--- src/rtl/lut_cfg_pkg.sv ---
// Shared types and sizing helpers for the LUT configuration loader.
package lut_cfg_pkg;

    typedef enum logic [2:0] {
        IDLE,
        SHIFT,
        CHECK,
        WRITE,
        DONE
    } state_t;

    localparam int LUT_INPUTS_DEFAULT = 4;

    function automatic int lut_depth(input int lut_inputs);
        return 1 << lut_inputs;
    endfunction

endpackage

--- src/rtl/lut_cfg_loader_if.sv ---
// Stream-in / LUT-write signal bundle of the configuration loader.
interface lut_cfg_loader_if #(
    parameter int LUT_INPUTS = lut_cfg_pkg::LUT_INPUTS_DEFAULT
);
    logic                  i_start;
    logic                  i_bit_valid;
    logic                  i_bit;
    logic [LUT_INPUTS-1:0] o_addr;
    logic                  o_data;
    logic                  o_config_enable;
    logic                  o_busy;
    logic                  o_done;
    logic                  o_err;

    modport master (
        output i_start, i_bit_valid, i_bit,
        input  o_addr, o_data, o_config_enable, o_busy, o_done, o_err
    );

    modport slave (
        input  i_start, i_bit_valid, i_bit,
        output o_addr, o_data, o_config_enable, o_busy, o_done, o_err
    );
endinterface

--- src/rtl/lut_cfg_shift_reg.sv ---
// Indexed capture buffer for one truth table, with a random-access read port for the write sweep.
// Build option: LUT_CFG_PARITY_EN adds a reduction-parity output over the whole table.
module lut_cfg_shift_reg
    import lut_cfg_pkg::*;
#(
    parameter int LUT_INPUTS = LUT_INPUTS_DEFAULT
) (
    input  logic                  clk,
    input  logic                  rst,
    input  logic                  wr_en,
    input  logic [LUT_INPUTS-1:0] wr_idx,
    input  logic                  wr_bit,
    input  logic [LUT_INPUTS-1:0] rd_idx,
    output logic                  rd_bit
`ifdef LUT_CFG_PARITY_EN
    ,
    output logic                  parity
`endif
);
    localparam int DEPTH = lut_depth(LUT_INPUTS);

    logic [DEPTH-1:0] buffer;

    // NOTE: the buffer is a flop array, not a RAM, so clearing it on reset is cheap and keeps a
    // reset-then-sweep deterministic.
    always_ff @(posedge clk) begin
        if (rst) begin
            buffer <= '0;
        end else if (wr_en) begin
            buffer[wr_idx] <= wr_bit;
        end
    end

    assign rd_bit = buffer[rd_idx];

`ifdef LUT_CFG_PARITY_EN
    assign parity = ^buffer;
`endif

endmodule

--- src/rtl/lut_cfg_loader.sv ---
// Serial truth-table loader feeding a LUT cell: capture, optional parity check, write sweep.
// Build option: define LUT_CFG_PARITY_EN to append and check an even-parity bit per frame.
module lut_cfg_loader
    import lut_cfg_pkg::*;
#(
    parameter int LUT_INPUTS = LUT_INPUTS_DEFAULT,
    parameter int WR_HOLD    = 1
) (
    input  logic            clk,
    input  logic            rst,
    lut_cfg_loader_if.slave bus
);
    localparam int DEPTH = lut_depth(LUT_INPUTS);
`ifdef LUT_CFG_PARITY_EN
    localparam int FRAME_LEN = DEPTH + 1;
`else
    localparam int FRAME_LEN = DEPTH;
`endif
    localparam int CNT_W  = LUT_INPUTS + 1;
    localparam int HOLD_W = (WR_HOLD > 1) ? $clog2(WR_HOLD) : 1;

    localparam logic [CNT_W-1:0]      LAST_BIT  = CNT_W'(FRAME_LEN - 1);
    localparam logic [CNT_W-1:0]      DEPTH_CNT = CNT_W'(DEPTH);
    localparam logic [HOLD_W-1:0]     HOLD_LAST = HOLD_W'(WR_HOLD - 1);
    localparam logic [LUT_INPUTS-1:0] ADDR_LAST = LUT_INPUTS'(DEPTH - 1);

    state_t                state;
    logic [CNT_W-1:0]      bit_cnt;
    logic [HOLD_W-1:0]     hold_cnt;
    logic [LUT_INPUTS-1:0] addr;
    logic                  data;
    logic                  cfg_en;
    logic                  busy;
    logic                  done;

    logic                  wr_en;
    logic [LUT_INPUTS-1:0] rd_idx;
    logic                  rd_bit;

`ifdef LUT_CFG_PARITY_EN
    logic                  err;
    logic                  parity_bit;
    logic                  table_parity;
`endif

    // NOTE: every signal gets a value before any condition, so no path through this block can
    // infer a latch.
    always_comb begin
        wr_en  = 1'b0;
        rd_idx = '0;
        if (state == SHIFT && bus.i_bit_valid && !bus.i_start && bit_cnt < DEPTH_CNT) begin
            wr_en = 1'b1;
        end
        // The read port looks one entry ahead so the next data bit is ready when the address advances.
        if (state == WRITE) begin
            rd_idx = addr + 1'b1;
        end
    end

    lut_cfg_shift_reg #(
        .LUT_INPUTS (LUT_INPUTS)
    ) u_shift_reg (
        .clk    (clk),
        .rst    (rst),
        .wr_en  (wr_en),
        .wr_idx (bit_cnt[LUT_INPUTS-1:0]),
        .wr_bit (bus.i_bit),
        .rd_idx (rd_idx),
        .rd_bit (rd_bit)
`ifdef LUT_CFG_PARITY_EN
        ,
        .parity (table_parity)
`endif
    );

    // NOTE: all state and registered outputs use non-blocking assignments, so every read in this
    // block sees the value from before the clock edge.
    always_ff @(posedge clk) begin
        if (rst) begin
            state    <= IDLE;
            bit_cnt  <= '0;
            hold_cnt <= '0;
            addr     <= '0;
            data     <= 1'b0;
            cfg_en   <= 1'b0;
            busy     <= 1'b0;
            done     <= 1'b0;
`ifdef LUT_CFG_PARITY_EN
            err        <= 1'b0;
            parity_bit <= 1'b0;
`endif
        end else begin
            case (state)
                IDLE: begin
                    if (bus.i_start) begin
                        state   <= SHIFT;
                        bit_cnt <= '0;
                        busy    <= 1'b1;
`ifdef LUT_CFG_PARITY_EN
                        err     <= 1'b0;
`endif
                    end
                end
                SHIFT: begin
                    if (bus.i_start) begin
                        bit_cnt <= '0;
                    end else if (bus.i_bit_valid) begin
                        bit_cnt <= bit_cnt + 1'b1;
`ifdef LUT_CFG_PARITY_EN
                        if (bit_cnt == DEPTH_CNT) begin
                            parity_bit <= bus.i_bit;
                        end
                        if (bit_cnt == LAST_BIT) begin
                            state <= CHECK;
                        end
`else
                        // Entry 0 was captured earlier, so the first write can be presented now.
                        if (bit_cnt == LAST_BIT) begin
                            state  <= WRITE;
                            cfg_en <= 1'b1;
                            addr   <= '0;
                            data   <= rd_bit;
                        end
`endif
                    end
                end
`ifdef LUT_CFG_PARITY_EN
                CHECK: begin
                    if (table_parity == parity_bit) begin
                        state  <= WRITE;
                        cfg_en <= 1'b1;
                        addr   <= '0;
                        data   <= rd_bit;
                    end else begin
                        state <= IDLE;
                        err   <= 1'b1;
                        busy  <= 1'b0;
                    end
                end
`endif
                WRITE: begin
                    if (hold_cnt == HOLD_LAST) begin
                        hold_cnt <= '0;
                        if (addr == ADDR_LAST) begin
                            state  <= DONE;
                            cfg_en <= 1'b0;
                            addr   <= '0;
                            data   <= 1'b0;
                            busy   <= 1'b0;
                            done   <= 1'b1;
                        end else begin
                            addr <= addr + 1'b1;
                            data <= rd_bit;
                        end
                    end else begin
                        hold_cnt <= hold_cnt + 1'b1;
                    end
                end
                DONE: begin
                    done  <= 1'b0;
                    state <= IDLE;
                end
                default: begin
                    state <= IDLE;
                end
            endcase
        end
    end

    assign bus.o_addr          = addr;
    assign bus.o_data          = data;
    assign bus.o_config_enable = cfg_en;
    assign bus.o_busy          = busy;
    assign bus.o_done          = done;
`ifdef LUT_CFG_PARITY_EN
    assign bus.o_err           = err;
`else
    assign bus.o_err           = 1'b0;
`endif

endmodule

--- src/flat_wrapper.sv ---
// flat-port wrapper written by rule: the top's interface ports become plain ports
module lut_cfg_loader_flat import lut_cfg_pkg::*;
#(
    parameter int LUT_INPUTS = LUT_INPUTS_DEFAULT,
    parameter int WR_HOLD    = 1
)
  (clk, rst, bus_i_start, bus_i_bit_valid, bus_i_bit, bus_o_addr, bus_o_data, bus_o_config_enable, bus_o_busy, bus_o_done, bus_o_err);
  lut_cfg_loader_if #(.LUT_INPUTS(LUT_INPUTS)) bus_i ();
  input  logic clk;
  input  logic rst;
  input wire logic [$bits(bus_i.i_start)-1:0] bus_i_start;
  input wire logic [$bits(bus_i.i_bit_valid)-1:0] bus_i_bit_valid;
  input wire logic [$bits(bus_i.i_bit)-1:0] bus_i_bit;
  output wire logic [$bits(bus_i.o_addr)-1:0] bus_o_addr;
  output wire logic [$bits(bus_i.o_data)-1:0] bus_o_data;
  output wire logic [$bits(bus_i.o_config_enable)-1:0] bus_o_config_enable;
  output wire logic [$bits(bus_i.o_busy)-1:0] bus_o_busy;
  output wire logic [$bits(bus_i.o_done)-1:0] bus_o_done;
  output wire logic [$bits(bus_i.o_err)-1:0] bus_o_err;
  assign bus_i.i_start = bus_i_start;
  assign bus_i.i_bit_valid = bus_i_bit_valid;
  assign bus_i.i_bit = bus_i_bit;
  assign bus_o_addr = bus_i.o_addr;
  assign bus_o_data = bus_i.o_data;
  assign bus_o_config_enable = bus_i.o_config_enable;
  assign bus_o_busy = bus_i.o_busy;
  assign bus_o_done = bus_i.o_done;
  assign bus_o_err = bus_i.o_err;
  lut_cfg_loader #(.LUT_INPUTS(LUT_INPUTS), .WR_HOLD(WR_HOLD)) u_core (.clk(clk), .rst(rst), .bus(bus_i));
endmodule
--- config.mk ---
export PLATFORM = sky130hd
export DESIGN_NAME = lut_cfg_loader_flat
export DESIGN_NICKNAME = d
export VERILOG_FILES = /design/src/rtl/lut_cfg_pkg.sv /design/src/rtl/lut_cfg_loader_if.sv /design/src/rtl/lut_cfg_shift_reg.sv /design/src/rtl/lut_cfg_loader.sv /design/src/flat_wrapper.sv
export SDC_FILE = /design/constraint.sdc
export NUM_CORES = 1
export LEC_CHECK = 0
export BUFFER_PORTS_ARGS = -buffer_cell sky130_fd_sc_hd__buf_2
export CAP_MARGIN = 5
export CELL_PAD_IN_SITES_DETAIL_PLACEMENT = 0
export CELL_PAD_IN_SITES_GLOBAL_PLACEMENT = 1
export CORE_ASPECT_RATIO = 0.6
export CORE_MARGIN = 1
export CORE_UTILIZATION = 46
export DETAILED_ROUTE_END_ITERATION = 12
export GPL_ROUTABILITY_DRIVEN = 0
export PLACE_DENSITY_LB_ADDON = 0.1
export SYNTH_ARGS = -nofsm -noshare
export SYNTH_HDL_FRONTEND = slang
export SYNTH_SLANG_ARGS = --single-unit
export TNS_END_PERCENT = 10
--- constraint.sdc ---
create_clock -name clk -period 3.6 [get_ports clk]
set_input_delay 0.18 -clock clk [delete_from_list [all_inputs] [get_ports clk]]
set_output_delay 0.18 -clock clk [all_outputs]
set_load 0.01 [all_outputs]
# Word-level counts from Yosys, hierarchy flattened

Cells that the tools add are included.

Memories: 0
RAM bits: 0
Register bits: 33
Output and inout port bits: 9
Input bits: 5
Latch bits: 0
Word-level logic and storage cells: 86
ROM bits: 0

Bitwise logic cells: 0
Shift operators: 0
Div/mod/pow operators: 0
$add $sub $neg: 3
Equality and inequality tests: 12
Multipliers: 0
Order comparisons: 4
Muxes and demuxes: 42
Reductions and logical operators: 16

Operator list:

| operator            | count |
|---|---|
| $mux 4              | 6 |
| $mux 3              | 6 |
| $mux 1              | 17 |
| $bwmux 16           | 1 |
| $mux 5              | 3 |
| $ne 2x2->1 const B  | 6 |
| $reduce_and 6->1    | 2 |
| $lt 4x5->1 const B  | 2 |
| $pmux 5 s2          | 1 |
| $pmux 3 s3          | 1 |
| $pmux 1 s2          | 4 |
| $pmux 4 s2          | 1 |
| $reduce_bool 2->1   | 4 |
| $reduce_and 3->1    | 2 |
| $add 5x1->5 const B | 1 |
| $eq 5x4->1 const B  | 1 |
| $lt 5x5->1 const B  | 1 |
| $reduce_and 5->1    | 1 |
| $add 4x1->4 const B | 1 |
| $bmux 1 s4          | 1 |
| $demux 1 s4         | 1 |
| $eq 4x4->1 const B  | 1 |
| $ge 4x1->1 const B  | 1 |
| $logic_and 1x1->1   | 4 |
| other kinds (8)     | 8 |

# Longest topological paths before layout

Depth after elaboration: 8
Gate-level depth with buffers: 8
Gate-level depth less buffers: 8

# Cells and area by module

From an unflattened synthesis, not the netlist that was laid out.

Cell total of the unflattened synthesis: 185
Area, all modules: 1,659.1 sq um

By module, submodules not included:

| module            | instances | cells each | seq. area each (sq um) | area each (sq um) |
|---|---|---|---|---|
| lut_cfg_loader    | 1         | 93         | 320.3                  | 833.3 |
| lut_cfg_shift_reg | 1         | 92         | 320.3                  | 825.8 |

# Least setup slack after synthesis

No wires, ideal clock.

Kind: reg-to-reg
Start: register u_core.addr[0] (netlist: u_core.bus.o_addr[0])
End: register u_core.data (netlist: u_core.bus.o_data)
Stages on the path, launching flop included: 7
Path buffers: 0
Data required time: 3.483 ns
Slack: 1.848 ns
Arrival: 1.634 ns
Library setup time: 0.117 ns
Period minus slack after synthesis: 1.752 ns
Path through: dfxtp_1 -> ha_1 -> xor2_1 -> nor2b_1 -> a31oi_1 -> a221o_1 -> a32o_1

Word-level cells in the longest chain between the ends: 8
Elaborated cells on any way between the ends: 11
Classes of those cells: 1 x add/sub; 1 x eq/ne; 9 x mux

RTL lines:

| what                         | line                    | RTL |
|---|---|---|
| start: declaration           | lut_cfg_loader.sv:30    | `logic [LUT_INPUTS-1:0] addr;` |
| start signal: assignment     | lut_cfg_loader.sv:152   | `addr <= addr + 1'b1;` |
| $add 4x1->4                  | lut_cfg_loader.sv:56    | `rd_idx = addr + 1'b1;` |
| $mux 4                       | lut_cfg_loader.sv:55    | `if (state == WRITE) begin` |
| $bmux 1 s4                   | lut_cfg_shift_reg.sv:34 | `assign rd_bit = buffer[rd_idx];` |
| $mux 1 (implied by the code) | lut_cfg_shift_reg.sv:34 |  |
| $mux 1                       | lut_cfg_loader.sv:118   | `if (bit_cnt == LAST_BIT) begin` |
| $mux 1                       | lut_cfg_loader.sv:107   | `end else if (bus.i_bit_valid) begin` |
| $mux 1                       | lut_cfg_loader.sv:105   | `if (bus.i_start) begin` |
| $pmux 1 s2 (*)               | lut_cfg_loader.sv:93    | `case (state)` |
| end signal: assignment       | lut_cfg_loader.sv:122   | `data <= rd_bit;` |
| end signal: assignment       | lut_cfg_loader.sv:153   | `data <= rd_bit;` |
| end: declaration             | lut_cfg_loader.sv:31    | `logic data;` |

Every way passes the cells marked *; elsewhere a longest branch is shown, timed or not. The select of a mux whose other input is x is not followed.
A chain may end at the register's enable or synchronous reset.

# Final worst setup path

Ends and elaborated chain as after synthesis.

==> reports/results.tsv <==
metric	value	unit
p_per_area	360.4	nW/um^2
via_count	1411	
worstHoldPathCells	3	
start_util	50.80	%
synth_seq_cells	32	
yosysWarningCount	0	
core	3423	um^2
ir_drop	226.9	uV
finalHoldViolations	0	
hold_buffers	0	
fin_crit	2.182	ns
fin_crit_sh	60.61	%
synth-simple-area-share	28.35	%
clock_sinks	32	
syn_nets	218	
final_common_cell	dfxtp_1	
gr-usage-all-layers	21.39	%
crit_path_end_kind	flip-flop	
wl_per_cell	14.24	um
cts_setup_buffers	0	
critPathMaxFanout	15	
slew_violations	0	
tightest_slew	0.6583	ns
antenna_found_initial	0	
rsz0062_at_grt	false	
drv_cap	0	
cts_tree	yes	
die_w	81.38	um
cts-root-buf	clkbuf_8	
worst_ep_arrival_time	2.36	ns
synthCells	207	
netlist_area	1739	um^2
antenna_left	0	
h-tree-depth	2	
relSlewSlack	55.78	%
fin_skew	0.003125	ns
synthXorXnorAreaFrac	2.518	%
required	3.78	ns
cp_slowest_cell	dfxtp_1	
rr_worst_depth	6	
cts_buffers	5	
max_freq	458.3	MHz
cts_resized	0	
die_height	49.63	um
antenna_cells	0	
synth_compound_area_share	10.79	%
finalWirelength	3702	um
synth.area.mux_share	10.50	%
start_kind	flip-flop	
area_growth	7.770	%
dr.pass1.iters	4	
p_leak	0.7962	nW
final_layout_size_suffix_gt1_share	13.02	%
status	finished, final reports clean	
grt_pass1_vias	1277	
crit_type	flip-flop to flip-flop	
grt_max_degree	31	
die_area	4039	um^2
synth_top_family_by_area	simple AND/OR/NAND/NOR gates	
final_nets	225	
mostFrequentLayoutCells	dfxtp_1, nor2_1, nand2_1, mux2i_1, a21oi_1	
clock_path_buffers	2	
post_drt_via_cell_ratio	5.427	
clk_pin_slew_worst_paths	0.07	ns
overflow	0	
hpwl	2662	um
grt_pass1_wl	6285	um
io-pin-count	14	
syn_avg_cell_area	8.402	um^2
hp-class	primary input to flip-flop	
reg2reg_from	u_core.bus.o_addr[0]	
cpPeakStageDelay	0.63	ns
whs_endpoint	u_core.bus.o_busy	
io_buffers	12	
insertion_delay	0.28	ns
fillerInstances	332	
fin_util	54.75	%
regToRegSetupSlack	1.42	ns
synth-adder-area-share	4.317	%
cp_cell_sequence	ha_1 > xor2_1 > nor2b_1 > a31oi_1 > a221o_1 > a32o_1	
setup_viol	0	
crit-reg2reg-capture	u_core.bus.o_data	
synth_cell_types	38	
drt_iter0_markers	95	
synth_seq_area_share	36.83	%
drc	0	
hold_path.startpoint	bus_i_start	
setup_tns	0	ns
rows	16	
[synthesized netlist by cell type]
cell type,instances,area share (%)
a21oi_1,15,4.3
nand3_1,9,2.6
clkbuf_1,5,1.1
nand2_1,24,5.2
nand3_2,4,2.3
nor2b_1,4,1.4
xor2_1,3,1.5
buf_2,3,0.86
o22ai_1,1,0.36
or4b_1,1,0.58
a21o_1,1,0.43
mux2i_1,16,9.2
nor3b_1,1,0.43
inv_1,11,2.4
nor3_4,4,3.7
buf_4,2,0.86
o21ai_0,8,2.3
conb_1,1,0.22
a2bb2oi_1,1,0.50
and3_1,2,0.72
xnor2_1,2,1.0
ha_1,6,4.3
nor3_1,7,2.0
and2b_1,2,0.86
a31oi_1,1,0.36
and3b_1,1,0.50
and4bb_2,1,0.72
a32o_1,1,0.58
nand4_1,1,0.36
a32oi_1,1,0.50
nor2_1,28,6.0
dfxtp_1,32,37
a211oi_1,2,0.86
mux4_2,1,1.3
or2b_1,1,0.43
nand3b_1,1,0.43
a221o_1,1,0.58
buf_6,2,1.3
[worst max-delay path by stage]
stage	cells past startpoint	slack, ns	to	start
final	6	1.42	u_core.bus.o_data	u_core.bus.o_addr[0]
after global routing	6	1.29	u_core.bus.o_data	u_core.bus.o_addr[0]
after CTS	6	1.44	u_core.bus.o_data	u_core.bus.o_addr[0]
after detailed placement	6	1.46	u_core.bus.o_data	u_core.bus.o_addr[0]
after global placement	6	1.44	u_core.bus.o_data	u_core.bus.o_addr[0]
after floorplan	6	1.85	u_core.bus.o_data	u_core.bus.o_addr[0]
[per-stage QoR]
| stage | worst slack [ns] | power (mW) | hold WS (ns) | instances | instance area, um^2 |
|---|---|---|---|---|---|
| after detailed placement | 1.463 | 0.3988 | 0.4588 | 252 | 1784 |
| after global routing | 1.285 | 0.7080 | 0.2846 | 260 | 1874 |
| final | 1.418 | 0.6755 | 0.2660 | 260 | 1874 |
| after CTS | 1.442 | 0.6863 | 0.2584 | 260 | 1874 |
| after floorplan | 1.848 | 0.3918 | 0.2714 | 207 | 1739 |
| after global placement | 1.440 | 0.3982 | 0.4563 | 252 | 1784 |
[per-layer routing]
layer / global-route usage, % / vias up / share of wire [%] / wire (um)
li1: - / 721 / - / -
met1: 31.58 / 646 / 53 / 1945
met2: 28.06 / 39 / 40 / 1465
met3: 6.667 / 5 / 6.8 / 251
met4: 8.631 / 0 / 1.1 / 41
met5: 0 / - / 0 / 0
[worst max-delay path: cells and delay by family (launching register included)]
| kind | cells | cell delay, ns |
|---|---|---|
| compound gates | 3 | 0.64 |
| flops | 1 | 0.63 |
| simple gates | 1 | 0.30 |
| fa+ha+maj | 1 | 0.29 |
| xor+xnor | 1 | 0.21 |
[cell families after synthesis]
family                   count (synthesis)
adder cells (fa/ha/maj)                  6
flip-flops                              32
buffers and inverters                   23
AND/OR/NAND/NOR                         91
multiplexers                            17
XOR/XNOR                                 5
other                                    1
AO/OA/AOI/OAI                           32
[state kept, by name, indices dropped and copies added (netlist names)]
signal	flops
u_core.u_shift_reg.buffer	16
u_core.bus.o_config_enable	1
u_core.bus.o_data	1
u_core.bit_cnt	5
u_core.state	3
u_core.bus.o_addr	4
u_core.bus.o_busy	1
u_core.bus.o_done	1
[where the power goes]
part           internal [mW]  leakage (nW)  switching (mW)
logic                0.00956         0.492          0.0221
registers              0.356         0.258         0.00310
clock network          0.156        0.0455           0.129
total                  0.522         0.796           0.154
[layout make-up]
type	instances	area [um^2]	share of cell area [%]
clock buffers	8	90.09	4.806
multi-input cells	152	985.9	52.60
well taps	45	56.30	3.004
inverters	11	41.29	2.203
flip-flops and latches	32	640.6	34.18
repair buffers	12	60.06	3.204
Power figures use the tool's default switching activity.
